--- config.mk ---
export PLATFORM = sky130hd
export DESIGN_NAME = fetch_stage_flat
export DESIGN_NICKNAME = d
export VERILOG_FILES = /design/src/rtl/fetch_if.sv /design/src/rtl/fetch_stage.sv /design/src/flat_wrapper.sv
export SDC_FILE = /design/constraint.sdc
export NUM_CORES = 1
export LEC_CHECK = 0
export ABC_CLOCK_PERIOD_IN_PS = 3300
export BUFFER_PORTS_ARGS = -buffer_cell sky130_fd_sc_hd__buf_4
export CAP_MARGIN = 5
export CORE_ASPECT_RATIO = 0.7
export CORE_MARGIN = 4
export CORE_UTILIZATION = 40
export DETAILED_ROUTE_END_ITERATION = 12
export PLACE_DENSITY = 0.67
export SETUP_SLACK_MARGIN = 0.02
export SYNTH_ARGS = -nofsm -noshare
export SYNTH_HDL_FRONTEND = slang
export SYNTH_SLANG_ARGS = --single-unit
--- constraint.sdc ---
create_clock -name CLK -period 3.3 [get_ports CLK]
set_input_delay 0.33 -clock CLK [delete_from_list [all_inputs] [get_ports CLK]]
set_output_delay 0.33 -clock CLK [all_outputs]
set_load 0.005 [all_outputs]
--- src/rtl/fetch_if.sv ---
// Fetch-stage bus: imem request/response, hazard and redirect controls, IF/ID latch outputs.
// master drives the controls and memory response; slave is the fetch stage itself.
interface fetch_if;
  logic        ihit;
  logic [31:0] imemload;
  logic        stall;
  logic        halt;
  logic        br_take;
  logic [31:0] br_npc;
  logic [15:0] br_imm16;
  logic        jump_en;
  logic [31:0] j_npc;
  logic [25:0] imm26;
  logic        jr_en;
  logic [31:0] jr_addr;
  logic        imemREN;
  logic [31:0] imemaddr;
  logic [31:0] ifid_instr;
  logic [31:0] ifid_npc;
  logic        ifid_valid;

  modport master (
    output ihit, imemload, stall, halt, br_take, br_npc, br_imm16,
           jump_en, j_npc, imm26, jr_en, jr_addr,
    input  imemREN, imemaddr, ifid_instr, ifid_npc, ifid_valid
  );

  modport slave (
    input  ihit, imemload, stall, halt, br_take, br_npc, br_imm16,
           jump_en, j_npc, imm26, jr_en, jr_addr,
    output imemREN, imemaddr, ifid_instr, ifid_npc, ifid_valid
  );
endinterface

--- src/rtl/fetch_stage.sv ---
// Instruction fetch stage: PC register, redirect selection and IF/ID pipeline latch.
// Runs until a decoded HALT, after which only reset restarts fetching.
module fetch_stage #(
  parameter logic [31:0] PC_INIT = 32'h0000_0000
) (
  input  logic  CLK,
  input  logic  RST,
  fetch_if.slave bus
);

  localparam int unsigned W = 32;

  typedef enum logic {
    RUN    = 1'b0,
    HALTED = 1'b1
  } state_t;

  state_t         state, state_n;
  logic [W-1:0]   pc, pc_n;
  logic [W-1:0]   instr_q, instr_n;
  logic [W-1:0]   npc_q, npc_n;
  logic           valid_q, valid_n;

  logic [W-1:0]   pc_plus4;
  logic [W-1:0]   br_target;
  logic [W-1:0]   j_target;
  logic [W-1:0]   redir_target;
  logic           redirect;
  logic           unused_jnpc_bits;

  assign pc_plus4  = pc + W'(4);
  assign br_target = bus.br_npc + {{14{bus.br_imm16[15]}}, bus.br_imm16, 2'b00};
  assign j_target  = {bus.j_npc[31:28], bus.imm26, 2'b00};
  assign redirect  = bus.jr_en | bus.jump_en | bus.br_take;

  // Only the region bits of the jump npc feed the target.
  assign unused_jnpc_bits = ^bus.j_npc[27:0];

  // Redirect source priority: JR, then J/JAL, then taken branch.
  always_comb begin
    redir_target = br_target;
    if (bus.jr_en) begin
      redir_target = bus.jr_addr;
    end else if (bus.jump_en) begin
      redir_target = j_target;
    end
  end

  always_ff @(posedge CLK or posedge RST) begin
    if (RST) begin
      state   <= RUN;
      pc      <= PC_INIT;
      instr_q <= '0;
      npc_q   <= '0;
      valid_q <= 1'b0;
    end else begin
      state   <= state_n;
      pc      <= pc_n;
      instr_q <= instr_n;
      npc_q   <= npc_n;
      valid_q <= valid_n;
    end
  end

  // Event priority in RUN: redirect > halt > stall > ihit > bubble.
  always_comb begin
    state_n = state;
    pc_n    = pc;
    instr_n = instr_q;
    npc_n   = npc_q;
    valid_n = valid_q;
    case (state)
      RUN: begin
        if (redirect) begin
          pc_n    = redir_target;
          instr_n = '0;
          npc_n   = '0;
          valid_n = 1'b0;
        end else if (bus.halt) begin
          state_n = HALTED;
          instr_n = '0;
          npc_n   = '0;
          valid_n = 1'b0;
        end else if (bus.stall) begin
          pc_n = pc;
        end else if (bus.ihit) begin
          pc_n    = pc_plus4;
          instr_n = bus.imemload;
          npc_n   = pc_plus4;
          valid_n = 1'b1;
        end else begin
          instr_n = '0;
          npc_n   = '0;
          valid_n = 1'b0;
        end
      end
      HALTED: begin
        state_n = HALTED;
      end
    endcase
  end

  assign bus.imemREN    = (state == RUN);
  assign bus.imemaddr   = pc;
  assign bus.ifid_instr = instr_q;
  assign bus.ifid_npc   = npc_q;
  assign bus.ifid_valid = valid_q;

endmodule

--- src/flat_wrapper.sv ---
// flat-port wrapper written by rule: the top's interface ports become plain ports
module fetch_stage_flat 
#(
  parameter logic [31:0] PC_INIT = 32'h0000_0000
)
  (CLK, RST, bus_ihit, bus_imemload, bus_stall, bus_halt, bus_br_take, bus_br_npc, bus_br_imm16, bus_jump_en, bus_j_npc, bus_imm26, bus_jr_en, bus_jr_addr, bus_imemREN, bus_imemaddr, bus_ifid_instr, bus_ifid_npc, bus_ifid_valid);
  fetch_if bus_i ();
  input  logic CLK;
  input  logic RST;
  input wire logic [$bits(bus_i.ihit)-1:0] bus_ihit;
  input wire logic [$bits(bus_i.imemload)-1:0] bus_imemload;
  input wire logic [$bits(bus_i.stall)-1:0] bus_stall;
  input wire logic [$bits(bus_i.halt)-1:0] bus_halt;
  input wire logic [$bits(bus_i.br_take)-1:0] bus_br_take;
  input wire logic [$bits(bus_i.br_npc)-1:0] bus_br_npc;
  input wire logic [$bits(bus_i.br_imm16)-1:0] bus_br_imm16;
  input wire logic [$bits(bus_i.jump_en)-1:0] bus_jump_en;
  input wire logic [$bits(bus_i.j_npc)-1:0] bus_j_npc;
  input wire logic [$bits(bus_i.imm26)-1:0] bus_imm26;
  input wire logic [$bits(bus_i.jr_en)-1:0] bus_jr_en;
  input wire logic [$bits(bus_i.jr_addr)-1:0] bus_jr_addr;
  output wire logic [$bits(bus_i.imemREN)-1:0] bus_imemREN;
  output wire logic [$bits(bus_i.imemaddr)-1:0] bus_imemaddr;
  output wire logic [$bits(bus_i.ifid_instr)-1:0] bus_ifid_instr;
  output wire logic [$bits(bus_i.ifid_npc)-1:0] bus_ifid_npc;
  output wire logic [$bits(bus_i.ifid_valid)-1:0] bus_ifid_valid;
  assign bus_i.ihit = bus_ihit;
  assign bus_i.imemload = bus_imemload;
  assign bus_i.stall = bus_stall;
  assign bus_i.halt = bus_halt;
  assign bus_i.br_take = bus_br_take;
  assign bus_i.br_npc = bus_br_npc;
  assign bus_i.br_imm16 = bus_br_imm16;
  assign bus_i.jump_en = bus_jump_en;
  assign bus_i.j_npc = bus_j_npc;
  assign bus_i.imm26 = bus_imm26;
  assign bus_i.jr_en = bus_jr_en;
  assign bus_i.jr_addr = bus_jr_addr;
  assign bus_imemREN = bus_i.imemREN;
  assign bus_imemaddr = bus_i.imemaddr;
  assign bus_ifid_instr = bus_i.ifid_instr;
  assign bus_ifid_npc = bus_i.ifid_npc;
  assign bus_ifid_valid = bus_i.ifid_valid;
  fetch_stage #(.PC_INIT(PC_INIT)) u_core (.CLK(CLK), .RST(RST), .bus(bus_i));
endmodule
; After elaboration in Yosys (flattened, before gate mapping)
; Cells that the tools add are included.
[totals]
reg_bits = 98
in_bits = 178
elab_cells = 37
[op_classes]
addsub = 2
eq_ne = 3
mux = 21
n_bitwise = 3
reduce_logical = 3
[op_table]
columns = op, count
row1 = 2-to-1 mux 32 bit, 14
row2 = "adder 32 x 3 -> 32 bit, second input constant", 1
row3 = adder 32 bit, 1
row4 = 2-to-1 mux 1 bit, 6
row5 = "inequality test 2 x 1 -> 1 bit, second input constant", 2
row6 = AND reduction 4 bit, 1
row7 = "inequality test 3 x 1 -> 1 bit, second input constant", 1
row8 = OR 1 bit, 2
row9 = one-hot mux 1 bit (2 select lines), 1
row10 = AND reduction 2 bit, 1
row11 = nonzero test 2 bit, 1
row12 = inverter 1 bit, 1

; Longest topological paths before layout
[depth]
depth_word = 5
mapped_depth = 9

; Least setup slack after synthesis
; No wires, ideal clock.
[synth_path]
path_kind = input port to flip-flop
from = input bus_br_imm16[6]
to = register u_core.pc[27] (netlist: u_core.bus.imemaddr[27])
setup_ns = 0.094
arrival_time_ns = 2.404
required_time_ns = 3.206
setup_slack_ns = 0.802
cell_stages = 8
n_path_buf = 0
cell_sequence = ha_1 -> a211oi_1 -> nor2_1 -> o311ai_1 -> o211ai_1 -> nor2b_1 -> mux2_2 -> a211oi_1
[synth_between]
elab_chain_cells = 4
[synth_rtl]
columns = item, line
row1 = "start, declared", flat_wrapper.sv:16  ; input wire logic [$bits(bus_i.br_imm16)-1:0] bus_br_imm16;
row2 = adder 32 bit, fetch_stage.sv:32  ; assign br_target = bus.br_npc + {{14{bus.br_imm16[15]}}, bus.br_imm16, 2'b00};
row3 = 2-to-1 mux 32 bit, fetch_stage.sv:44  ; end else if (bus.jump_en) begin
row4 = 2-to-1 mux 32 bit, fetch_stage.sv:42  ; if (bus.jr_en) begin
row5 = 2-to-1 mux 32 bit, fetch_stage.sv:74  ; if (redirect) begin
row6 = "end signal, assigned", fetch_stage.sv:58  ; pc <= pc_n;
row7 = "end, declared", fetch_stage.sv:19  ; logic [W-1:0] pc, pc_n;
; Every way passes these cells.
; A chain may end at the register's enable or synchronous reset.

; Final worst setup path
[layout_path]
from = register u_core.pc[2] (netlist: u_core.bus.imemaddr[2])
to = register u_core.pc[24] (netlist: u_core.bus.imemaddr[24])
[layout_between]
elab_chain_cells = 5
[layout_rtl]
columns = item, line
row1 = adder 32 x 3 -> 32 bit, fetch_stage.sv:31  ; assign pc_plus4 = pc + W'(4);
row2 = 2-to-1 mux 32 bit, fetch_stage.sv:86  ; end else if (bus.ihit) begin
row3 = 2-to-1 mux 32 bit, fetch_stage.sv:84  ; end else if (bus.stall) begin
row4 = 2-to-1 mux 32 bit, fetch_stage.sv:79  ; end else if (bus.halt) begin
row5 = 2-to-1 mux 32 bit, fetch_stage.sv:74
; Every way passes these cells. The select of a mux whose other input is x is not followed.

==> flow_summary.ini <==
[setup_path]
reg2regPathDepth = 8
rr_endpoint = u_core.bus.imemaddr[24]
critical_path_class = reg -> reg
start_kind = flop
worstPathRequired_ns = 3.57
endpoint = u_core.bus.imemaddr[24]
cp_slowest_cell = dfrtp_1
cpPeakStageDelay_ns = 0.44
worstSetupEndpointType = flop
arrival_ns = 2.84
timing.rr.start = u_core.bus.imemaddr[2]
critPathMaxFanout = 5
crit_chain = ha_1, nand4_1, nor3_4, nand2_1, or3_1, o311ai_2, nor4_1, a211oi_1
cp-startpoint = u_core.bus.imemaddr[2]
ff2ff_setup_slack_ns = 0.72

[layout]
fin_area_um2 = 9186
final_cell_mix = buf_4, dfrtp_1, nand2_1, o21ai_0, nor2_1
final_common_cell = buf_4
fillers = 1556
antenna_cells = 0
area_growth_pct = 36.06
seqCellArea_um2 = 2452
layout-drive-gt1-share_pct = 29.77
multi_input_area_um2 = 4055
postLayoutCoreUtil_pct = 55.86
nets = 1232

[global_routing]
grt_pass1_wl_mm = 37.81
grt_pass1_vias = 6669
track_usage_pct = 25.56
grt_max_degree = 66
grt_overflow_total = 0
antenna_found_initial = 0

[floorplanning]
rows = 39
core_area_um2 = 16440
io_pins = 276
die_w_um = 163.3
initial_core_util_pct = 41.06
die_h_um = 116.7
dieArea_um2 = 19050

[cts]
root_buffer = clkbuf_16
insertion_delay_ns = 0.35
cts_setup_buffers = 0
clock_sinks = 98
cts_tree = built
clkTransAtPathRegs_ns = 0.08
cts_buffer_depth = 2
h-tree-depth = 3
cts_buffers = 9
hold_buffers = 0
cts-resized-gates = 0

[drt]
drt_iter0_markers = 782
drc_errors = 0
detail_route.wl_per_cell_um = 20.15
ant_nets = 0
routed_via_density = 5.793
dr.pass1.iters = 5
wl_mm = 25.25
num_vias = 7259

[synthesis]
netlist_area_um2 = 6751
ys.flop_type = dfrtp_1
synth-seq-area-share_pct = 36.32
synth_top_area_share_pct = 36.32
synth_cell_type_count = 73
yosysTopAreaCell = dfrtp_1
syn_inst = 786
ys_warn_count = 0
avgSynthCellArea_um2 = 8.590
ys_ff_latch = 98
synth_enable_flop_cells = 0
yosys-top-cells-area = dfrtp_1, o21ai_0, ha_1, nand2_1, a22o_1
ys_async_sr_fraction_pct = 100.0
synth_nets = 995

[timing]
hold_slack_ns = 0.1079
worst_pin_slew_ns = 0.7875
timing.final.crit_period_ns = 2.576
fin_crit_sh_pct = 78.06
drv_slew = 0
max_slew_margin_pct = 47.31
hold_viol = 0
setup_viol = 0
fin_ws_ns = 0.7240
grt_setup_unrepaired = no
max_freq_ghz = 0.3882
fin_setup_tns_ns = 0
finalClockSkew_ns = 0.009788

[status]
status = complete, no violations

[place]
dp_hpwl_mm = 19.48
port_buffers = 247
preCtsSetupSlack_ns = 0.3955
routabilityCongestion = 0.8969
placed_area_um2 = 8892

[power]
peakVddDrop_mv = 0.2247
p_leak_nw = 4.326
p_per_area_nw_per_um2 = 331.8

[hold_path]
hold_path.class = in -> async

[run]
cap_violations = 0
-- metrics by stage --
stage                     power (mW)  std cells
after global placement         1.995       1237
after floorplan                1.662        786
after detailed placement       1.998       1237
after CTS                      3.057       1253
final                          3.048       1253
after global routing           3.185       1253
-- layer usage --
layer | routed length, um | part of all wire [%] | vias up | GRT usage [%]
met5 | 0 | 0 | - | 0
met4 | 377 | 1.5 | 0 | 5.028
met3 | 2303 | 9.1 | 25 | 5.538
met2 | 10890 | 43 | 376 | 37.93
met1 | 11680 | 46 | 3443 | 38.52
li1 | - | - | 3415 | -
-- how the worst min path moves through the flow --
stage / start / end / slack (ns) / depth (start not counted)
3_5_place_dp: u_core.bus.ifid_npc[22] / u_core.bus.ifid_npc[22] / 0.47 / 2
4_1_cts: RST / u_core.bus.ifid_instr[25] / 0.13 / 2
5_1_grt: RST / u_core.bus.ifid_instr[25] / 0.17 / 2
3_3_place_gp: u_core.bus.ifid_valid / u_core.bus.ifid_valid / 0.46 / 2
6_report: RST / u_core.bus.ifid_instr[25] / 0.11 / 2
2_1_floorplan: bus_jr_addr[8] / u_core.bus.imemaddr[8] / 0.47 / 2
-- critical path: cells and delay by family (launching register included) --
kind	cells	cell delay [ns]
AOI/OAI and AO/OA	2	0.57
adders and majority gates	1	0.28
DFF	1	0.44
and+or+nand+nor	5	1.19
-- cell type report --
class                      count  share of cell area (%)
clock buffer                  10                   2.601
clock inverter                 6                  0.5993
inverter                      15                  0.6402
multi-input combinational    630                   44.14
sequential                    98                   26.70
tap                          225                   3.065
timing repair buffer         269                   22.26
-- flip-flops by register name (all words and copies together), names as in the netlist --
signal and flops:
u_core.bus.ifid_instr 32, u_core.bus.ifid_npc 32, u_core.bus.imemaddr 32, u_core.bus.ifid_valid 1
u_core.state 1
-- power by group --
| part | switching (mW) | total, mW | internal (mW) |
|---|---|---|---|
| registers | 0.0389 | 1.27 | 1.23 |
| logic | 0.383 | 0.717 | 0.334 |
| clock network | 0.514 | 1.06 | 0.549 |
| total | 0.936 | 3.05 | 2.11 |
-- synthesized netlist by cell type, drive strengths merged (5+ instances only) --
library cell / instances
a21o: 13
o22ai: 13
nand2: 94
a31oi: 13
nor3: 20
o21a: 9
a221oi: 5
and4: 6
and3: 12
a41oi: 5
a22o: 35
ha: 30
a2111oi: 5
o21ai: 86
xor2: 21
inv: 14
xnor2: 27
clkbuf: 38
buf: 5
nor2: 61
dfrtp: 98
a211oi: 11
or3: 6
o211ai: 5
mux2i: 5
nand4: 9
a22oi: 9
nand3: 20
a21oi: 52
-- cells by family (layout without fill, tap and decap cells) --
kind of cell	after synthesis	in the layout	share of synthesized area, %
flip-flops	98	98	36.32
XOR/XNOR	48	48	6.227
buffers and inverters	58	300	3.855
AO/OA/AOI/OAI	294	294	28.74
multiplexers	7	7	1.075
adder cells (fa/ha/maj)	31	31	5.856
AND/OR/NAND/NOR	250	250	17.92
(Power assumes the default switching activity.)
